<file path="src/rtl/fir_stream_arbiter.sv">
// ---------------------------------------------------------------------------
// fir_stream_arbiter
//
// Frame-granular round-robin arbiter that shares the single FIR input
// AXI-Stream port between two packed IQ sample sources (R in the upper half
// of TDATA, I in the lower half). A grant is held from the first beat of a
// frame to its TLAST. A programmable idle gap follows every frame so the FIR
// pipeline can flush. Frames longer than the programmed maximum are cut
// short: TLAST is forced on the last allowed beat and the rest of the source
// frame is swallowed.
//
// Ports:
//   clk, rst            clock, asynchronous active-high reset
//   cfg_gap             idle cycles inserted between frames
//   cfg_max_len         maximum beats per frame, 0 = unlimited
//   s0_* / s1_*         the two source streams (tdata/tstrb/tlast/tvalid in,
//                       tready out)
//   m_axis_*            registered stream towards the FIR slave port
//   grant               currently (or most recently) granted source
//   busy                arbiter is not in IDLE
//   trunc_pulse         one-cycle pulse when a frame is truncated
//   frames_done         wrapping count of frames delivered to the FIR
// ---------------------------------------------------------------------------
module fir_stream_arbiter #(
  parameter int C_S_AXIS_TDATA_WIDTH = 32,
  parameter int GAP_W                = 16,
  parameter int LEN_W                = 16
) (
  input  logic                                clk,
  input  logic                                rst,
  input  logic [GAP_W-1:0]                    cfg_gap,
  input  logic [LEN_W-1:0]                    cfg_max_len,
  input  logic [C_S_AXIS_TDATA_WIDTH-1:0]     s0_tdata,
  input  logic [C_S_AXIS_TDATA_WIDTH/8-1:0]   s0_tstrb,
  input  logic                                s0_tlast,
  input  logic                                s0_tvalid,
  output logic                                s0_tready,
  input  logic [C_S_AXIS_TDATA_WIDTH-1:0]     s1_tdata,
  input  logic [C_S_AXIS_TDATA_WIDTH/8-1:0]   s1_tstrb,
  input  logic                                s1_tlast,
  input  logic                                s1_tvalid,
  output logic                                s1_tready,
  output logic [C_S_AXIS_TDATA_WIDTH-1:0]     m_axis_tdata,
  output logic [C_S_AXIS_TDATA_WIDTH/8-1:0]   m_axis_tstrb,
  output logic                                m_axis_tlast,
  output logic                                m_axis_tvalid,
  input  logic                                m_axis_tready,
  output logic                                grant,
  output logic                                busy,
  output logic                                trunc_pulse,
  output logic [15:0]                         frames_done
);

  localparam int DW = C_S_AXIS_TDATA_WIDTH;
  localparam int SW = C_S_AXIS_TDATA_WIDTH / 8;

  typedef enum logic [1:0] {IDLE, SEND, DRAIN, GAP} state_t;

  state_t           state_q, state_d;
  logic             grant_q, grant_d;
  logic             last_served_q, last_served_d;
  logic [GAP_W-1:0] gap_lat_q, gap_lat_d;
  logic [GAP_W-1:0] gap_cnt_q, gap_cnt_d;
  logic [LEN_W-1:0] max_len_q, max_len_d;
  logic [LEN_W-1:0] beat_cnt_q, beat_cnt_d;
  logic [DW-1:0]    m_tdata_q, m_tdata_d;
  logic [SW-1:0]    m_tstrb_q, m_tstrb_d;
  logic             m_tlast_q, m_tlast_d;
  logic             m_tvalid_q, m_tvalid_d;
  logic             trunc_q, trunc_d;
  logic [15:0]      frames_q, frames_d;

  logic [DW-1:0]    sel_tdata;
  logic [SW-1:0]    sel_tstrb;
  logic             sel_tlast;
  logic             sel_tvalid;
  logic             src_ready;
  logic             accept;
  logic [LEN_W-1:0] beat_nxt;
  logic [GAP_W-1:0] gap_nxt;
  logic             force_last;

  // Granted-source mux and the ready handshake. In SEND the source may only
  // push when the single output register is empty or draining this cycle;
  // in DRAIN the discarded tail is swallowed at full rate.
  always_comb begin
    sel_tdata  = grant_q ? s1_tdata  : s0_tdata;
    sel_tstrb  = grant_q ? s1_tstrb  : s0_tstrb;
    sel_tlast  = grant_q ? s1_tlast  : s0_tlast;
    sel_tvalid = grant_q ? s1_tvalid : s0_tvalid;
    case (state_q)
      SEND:    src_ready = !m_tvalid_q || m_axis_tready;
      DRAIN:   src_ready = 1'b1;
      default: src_ready = 1'b0;
    endcase
    s0_tready  = src_ready && !grant_q;
    s1_tready  = src_ready && grant_q;
    accept     = sel_tvalid && src_ready;
    beat_nxt   = beat_cnt_q + 1'b1;
    gap_nxt    = gap_cnt_q + 1'b1;
    force_last = (max_len_q != '0) && (beat_nxt == max_len_q);
  end

  // Next-state logic for the arbiter FSM, the output register and the
  // frame counter. Frame completion skips GAP entirely when the latched gap
  // is zero so back-to-back frames only pay the single IDLE cycle.
  always_comb begin
    state_d       = state_q;
    grant_d       = grant_q;
    last_served_d = last_served_q;
    gap_lat_d     = gap_lat_q;
    gap_cnt_d     = gap_cnt_q;
    max_len_d     = max_len_q;
    beat_cnt_d    = beat_cnt_q;
    m_tdata_d     = m_tdata_q;
    m_tstrb_d     = m_tstrb_q;
    m_tlast_d     = m_tlast_q;
    m_tvalid_d    = m_tvalid_q;
    trunc_d       = 1'b0;
    frames_d      = frames_q;

    if (m_axis_tready) begin
      m_tvalid_d = 1'b0;
    end
    if (m_tvalid_q && m_axis_tready && m_tlast_q) begin
      frames_d = frames_q + 1'b1;
    end

    case (state_q)
      IDLE: begin
        if (s0_tvalid || s1_tvalid) begin
          grant_d    = (s0_tvalid && s1_tvalid) ? !last_served_q : s1_tvalid;
          state_d    = SEND;
          gap_lat_d  = cfg_gap;
          max_len_d  = cfg_max_len;
          beat_cnt_d = '0;
          gap_cnt_d  = '0;
        end
      end
      SEND: begin
        if (accept) begin
          m_tdata_d  = sel_tdata;
          m_tstrb_d  = sel_tstrb;
          m_tlast_d  = sel_tlast || force_last;
          m_tvalid_d = 1'b1;
          beat_cnt_d = beat_nxt;
          if (sel_tlast) begin
            last_served_d = grant_q;
            gap_cnt_d     = '0;
            state_d       = (gap_lat_q == '0) ? IDLE : GAP;
          end else if (force_last) begin
            trunc_d = 1'b1;
            state_d = DRAIN;
          end
        end
      end
      DRAIN: begin
        if (accept && sel_tlast) begin
          last_served_d = grant_q;
          gap_cnt_d     = '0;
          state_d       = (gap_lat_q == '0) ? IDLE : GAP;
        end
      end
      GAP: begin
        gap_cnt_d = gap_nxt;
        if (gap_nxt == gap_lat_q) begin
          state_d = IDLE;
        end
      end
      default: state_d = IDLE;
    endcase
  end

  // All state is registered here. last_served resets to 1 so that source 0
  // wins the first contested arbitration after reset.
  always_ff @(posedge clk or posedge rst) begin
    if (rst) begin
      state_q       <= IDLE;
      grant_q       <= 1'b0;
      last_served_q <= 1'b1;
      gap_lat_q     <= '0;
      gap_cnt_q     <= '0;
      max_len_q     <= '0;
      beat_cnt_q    <= '0;
      m_tdata_q     <= '0;
      m_tstrb_q     <= '0;
      m_tlast_q     <= 1'b0;
      m_tvalid_q    <= 1'b0;
      trunc_q       <= 1'b0;
      frames_q      <= '0;
    end else begin
      state_q       <= state_d;
      grant_q       <= grant_d;
      last_served_q <= last_served_d;
      gap_lat_q     <= gap_lat_d;
      gap_cnt_q     <= gap_cnt_d;
      max_len_q     <= max_len_d;
      beat_cnt_q    <= beat_cnt_d;
      m_tdata_q     <= m_tdata_d;
      m_tstrb_q     <= m_tstrb_d;
      m_tlast_q     <= m_tlast_d;
      m_tvalid_q    <= m_tvalid_d;
      trunc_q       <= trunc_d;
      frames_q      <= frames_d;
    end
  end

  assign m_axis_tdata  = m_tdata_q;
  assign m_axis_tstrb  = m_tstrb_q;
  assign m_axis_tlast  = m_tlast_q;
  assign m_axis_tvalid = m_tvalid_q;
  assign grant         = grant_q;
  assign busy          = (state_q != IDLE);
  assign trunc_pulse   = trunc_q;
  assign frames_done   = frames_q;

endmodule

</file>
<file path="config.mk">
export PLATFORM = sky130hd
export DESIGN_NAME = fir_stream_arbiter
export DESIGN_NICKNAME = d
export VERILOG_FILES = /design/src/rtl/fir_stream_arbiter.sv
export SDC_FILE = /design/constraint.sdc
export NUM_CORES = 1
export LEC_CHECK = 0
export ABC_AREA = 1
export CORE_ASPECT_RATIO = 0.8
export CORE_MARGIN = 3
export CORE_UTILIZATION = 45
export CTS_BUF_LIST = sky130_fd_sc_hd__clkbuf_8
export DETAILED_ROUTE_END_ITERATION = 7
export PLACE_DENSITY = 0.79
export SLEW_MARGIN = 25
export SYNTH_ARGS = -nofsm -noshare
export SYNTH_HDL_FRONTEND = slang
export SYNTH_SLANG_ARGS = --single-unit
</file>
<file path="constraint.sdc">
create_clock -name clk -period 4.96 [get_ports clk]
set_input_delay 0.744 -clock clk [delete_from_list [all_inputs] [get_ports clk]]
set_output_delay 0.744 -clock clk [all_outputs]
set_load 0.02 [all_outputs]
</file>
### Word level (Yosys, flattened, before mapping)

Index checks and enable logic that the tools add are counted.

* logic and storage cells: 85
* register bits after elaboration: 123
* bits of input ports: 111

* equality and inequality tests: 11
* add/subtract/negate cells: 3
* mux-type cells: 32
* reduce and logical (&&, ||, !) cells: 26

Operator list (count)
* $mux W16: 5
* $pmux W16 S4: 1
* $add A16 B1 Y16 const B: 3
* $eq A16 B16 Y1: 2
* $mux W32: 1
* $pmux W16 S2: 1
* $logic_not A16 Y1: 1
* $reduce_bool A16 Y1: 1
* $mux W2: 7
* $mux W1: 13
* $ne A2 B2 Y1 const B: 5
* $logic_and A1 B1 Y1: 8
* $pmux W2 S4: 1
* $reduce_and A4 Y1: 2
* $reduce_bool A2 Y1: 3
* $reduce_and A5 Y1: 1
* $eq A2 B2 Y1 const B: 2
* $mux W4: 1
* $pmux W1 S2: 2
* $reduce_and A2 Y1: 2
* $logic_not A1 Y1: 3
* $logic_or A1 B1 Y1: 3
* $ne A3 B3 Y1 const B: 1
* $reduce_and A3 Y1: 1
* 2 further kinds: 2

### Depth between registers and ports, before layout

* depth in word-level cells: 7
* gate-level depth with buffers: 17
* depth with buffers taken out: 17

### Worst setup path after synthesis

Ideal clock, no wire load.

* path kind: reg2out
* start point: reg grant_q, in the netlist grant
* end point: out s1_tready
* path buffers: 2
* setup slack: 2.911 ns
* arrival time: 1.305 ns
* stages on the path, launching flop included: 5
* path through: dfrtp_1 -> inv_2 -> clkbuf_1 -> buf_1 -> nor2_1

* longest elaborated chain between the ends: 1

RTL lines
* start: declaration: RTL line 60 `logic grant_q, grant_d;`
* start signal: assignment: RTL line 193 `grant_q <= grant_d;`
* $logic_and A1 B1 Y1: RTL line 97 `s1_tready = src_ready && grant_q;`
* end: declaration: RTL line 42 `output logic s1_tready,`

No other way between the ends.

### Worst setup path after layout

* start point: reg state_q[1]
* end point: out s1_tready

* longest elaborated chain between the ends: 3
* elaborated cells on any way between the ends: 4
* those cells by class: eq/ne: 2; mux: 1; reduce/logical: 1

RTL lines
* start: declaration: RTL line 59 `state_t state_q, state_d;`
* start signal: assignment: RTL line 192 `state_q <= state_d;`
* $eq A2 B2 Y1 or $eq A2 B1 Y1 (tied branches): RTL line 91 `case (state_q)`
* $pmux W1 S2 (*): RTL line 91
* $logic_and A1 B1 Y1 (*): RTL line 97

Mark *: on every way between the ends. The rest lies on a longest branch, timed or not.

==> metrics <==
Core Region 0.0144 mm2; final net count 1184; clk_skew 0.0153 ns; area leader, netlist dfrtp_1; RSZ-0062 raised after global routing false; clk buf depth 2; Crit. Startpoint state_q[1]; yosys warns 0; Synth top area share 0.454; initial antenna violation count 0; pin count of the biggest net entering global routing 80; gr usage total 0.219; number of synthesized flops with an enable pin 0; Setup crit end s1_tready; vias after detailed routing 6451; Layout Cells excl Fill 1263; hold path start last_served_q; top post-synthesis cells by area dfrtp_1, nand2_1, nor2_1; Post-synth ARST share 1.00; n_diodes 0; Clk Latency, worst-skew pair 0.44 ns; leakage power 4.00 nW; outcome finished, final reports clean; flop and latch count out of synthesis 123; setup TNS 0 ns; final core occ 0.621; drt first-iter violations 411; chip height 115 um; PortBufs 169; Area Overhead vs Synth 33.4%; CP Capture Type primary output; # H-tree levels 4; Post-Layout Inst Area 0.00897 mm2; Final GP Congestion 0.963; Setup crit start kind flop; per-cell routed wire length 14.1 um; initial core utilization 0.465; final setup vio count 0; first-pass GRT wire length 29300 um; # DRC 0; io pins 170; Fmax achieved 327 MHz; minimum clock period 3.06 ns; die width 143 um; Filler Cells Inserted 1271; R2R Setup Slk 2.46 ns; top-count cell post-synth nand2_1; syn_nets 1019; Hold-fix buffers, CTS 0; HP Class flop to flop; Post-synth top cells nand2_1, dfrtp_1, nor2_1; sequential fraction of the synthesis area 0.458; clk sinks 123; Worst R2R Start state_q[1]; synthesized area 0.00672 mm2; distinct cell type count after synthesis 41; Setup WS pre-CTS 1.73 ns; end of the worst register-to-register path gap_cnt_q[7]; WL final 17800 um; Setup WS post-layout 1.90 ns; Placed Cells 1231; Setup Crit Path Kind flop to primary output; worst-path maximum fanout 4; cell count after synthesis 901; Rel. slew slack 0.475; prevailing post-synth register cell dfrtp_1; clk root buf clkbuf_8; GRT overflow 0; drt pass-1 iters 5; Critical Path AT 2.31 ns; CTS resizes 0; vias in the first global route 6130; WP data required 4.22 ns; die area 0.0165 mm2; CTS tree yes; Tcrit/Tclk final 0.616; Num CTS Buffers 17; HPWL after detailed placement 13200 um; layout cell share with drive strength beyond 1 0.0658; syn_area_per_cell 7.46 um2; Reg2Reg Depth 13; worst vdd ir 0.262 mV; std cell rows 39; Clock transition at path regs 0.07 ns; max-cap viol count 0; max-slew violation count 0; Power Density 493 mW/mm2; post-CTS setup buffer count 0; antenna viol nets, final 0; Vias per Instance 5.11; Final Hold Viols 0; Post-DP Area 0.00858 mm2; Worst-Margin Slew 0.784 ns
==> cell type report <==
type	instances	area (um2)	area share
multi-input combinational	650	3170	0.353
sequential	123	3080	0.343
timing repair buffer	175	1740	0.194
inverter	99	374	0.0417
clock buffer	19	262	0.0292
tap	184	230	0.0257
clock inverter	13	121	0.0135
==> power by group <==
group | internal (mW) | switching [mW]
logic | 0.808 | 1.22
registers | 1.33 | 0.227
clock network | 0.424 | 0.422
==> cells in the final DEF (no fill, tap or decap), drive strengths merged, types with 2 or more instances in the layout <==
| cell | n |
|---|---|
| nand4 | 32 |
| ha | 7 |
| clkinvlp | 4 |
| xnor2 | 7 |
| or2 | 3 |
| mux2 | 3 |
| xor2 | 13 |
| nand3b | 3 |
| clkinv | 7 |
| nand2 | 259 |
| inv | 100 |
| dfrtp | 122 |
| nor2 | 133 |
| a21oi | 35 |
| nor4 | 6 |
| nor3 | 4 |
| nand3 | 60 |
| o22ai | 11 |
| clkdlybuf4s50 | 169 |
| buf | 6 |
| a31oi | 37 |
| clkbuf | 19 |
| o21ai | 31 |
| nor3b | 2 |
==> state kept, by name, indices dropped and copies added (netlist names) <==
name and cells:
gap_lat_q 16, m_axis_tdata 32, m_axis_tstrb 4, m_axis_tvalid 1
last_served_q 1, m_axis_tlast 1, beat_cnt_q 16, state_q 2
trunc_pulse 1, gap_cnt_q 16, max_len_q 16, grant 1
frames_done 16
==> worst min-delay path by stage <==
stage,endpoint,cells past startpoint,slack (ns)
after floorplan,last_served_q,2,0.47
after global placement,frames_done[15],1,0.46
after detailed placement,frames_done[15],1,0.48
after CTS,frames_done[15],1,0.50
after global routing,frames_done[15],1,0.52
final,last_served_q,2,0.50
==> cell families after synthesis <==
| group | Yosys count | synth area share |
|---|---|---|
| buffers and inverters | 128 | 0.0731 |
| AO/OA/AOI/OAI | 116 | 0.0990 |
| XOR/XNOR | 21 | 0.0294 |
| adder cells (fa/ha/maj) | 7 | 0.0130 |
| multiplexers | 3 | 0.00502 |
| AND/OR/NAND/NOR | 503 | 0.322 |
| flip-flops | 123 | 0.458 |
==> worst max-delay path, stage by stage (launching register included) <==
cell             delay (ns)
dfrtp_1                0.42
inv_1                  0.10
ha_1                   0.24
nor2_1                 0.10
nor2_1                 0.10
o21a_1                 0.15
inv_1                  0.07
nor2_1                 0.09
clkdlybuf4s50_1        0.61
==> routing by layer <==
layer / up-vias / wire length, um / global-route usage
met5: - / 0 / 0
met4: 0 / 270 / 0.0589
met3: 29 / 1240 / 0.0728
met2: 204 / 8230 / 0.337
met1: 2944 / 8040 / 0.299
li1: 3274 / - / -
==> stage by stage <==
stage          power (mW)  hold WS, ns
2_1_floorplan        2.81        0.465
3_3_place_gp         3.55        0.463
3_5_place_dp         3.59        0.483
4_1_cts              4.45        0.499
5_1_grt              4.77        0.518
6_report             4.43        0.497
No activity file was read; power rests on OpenSTA's default activity.
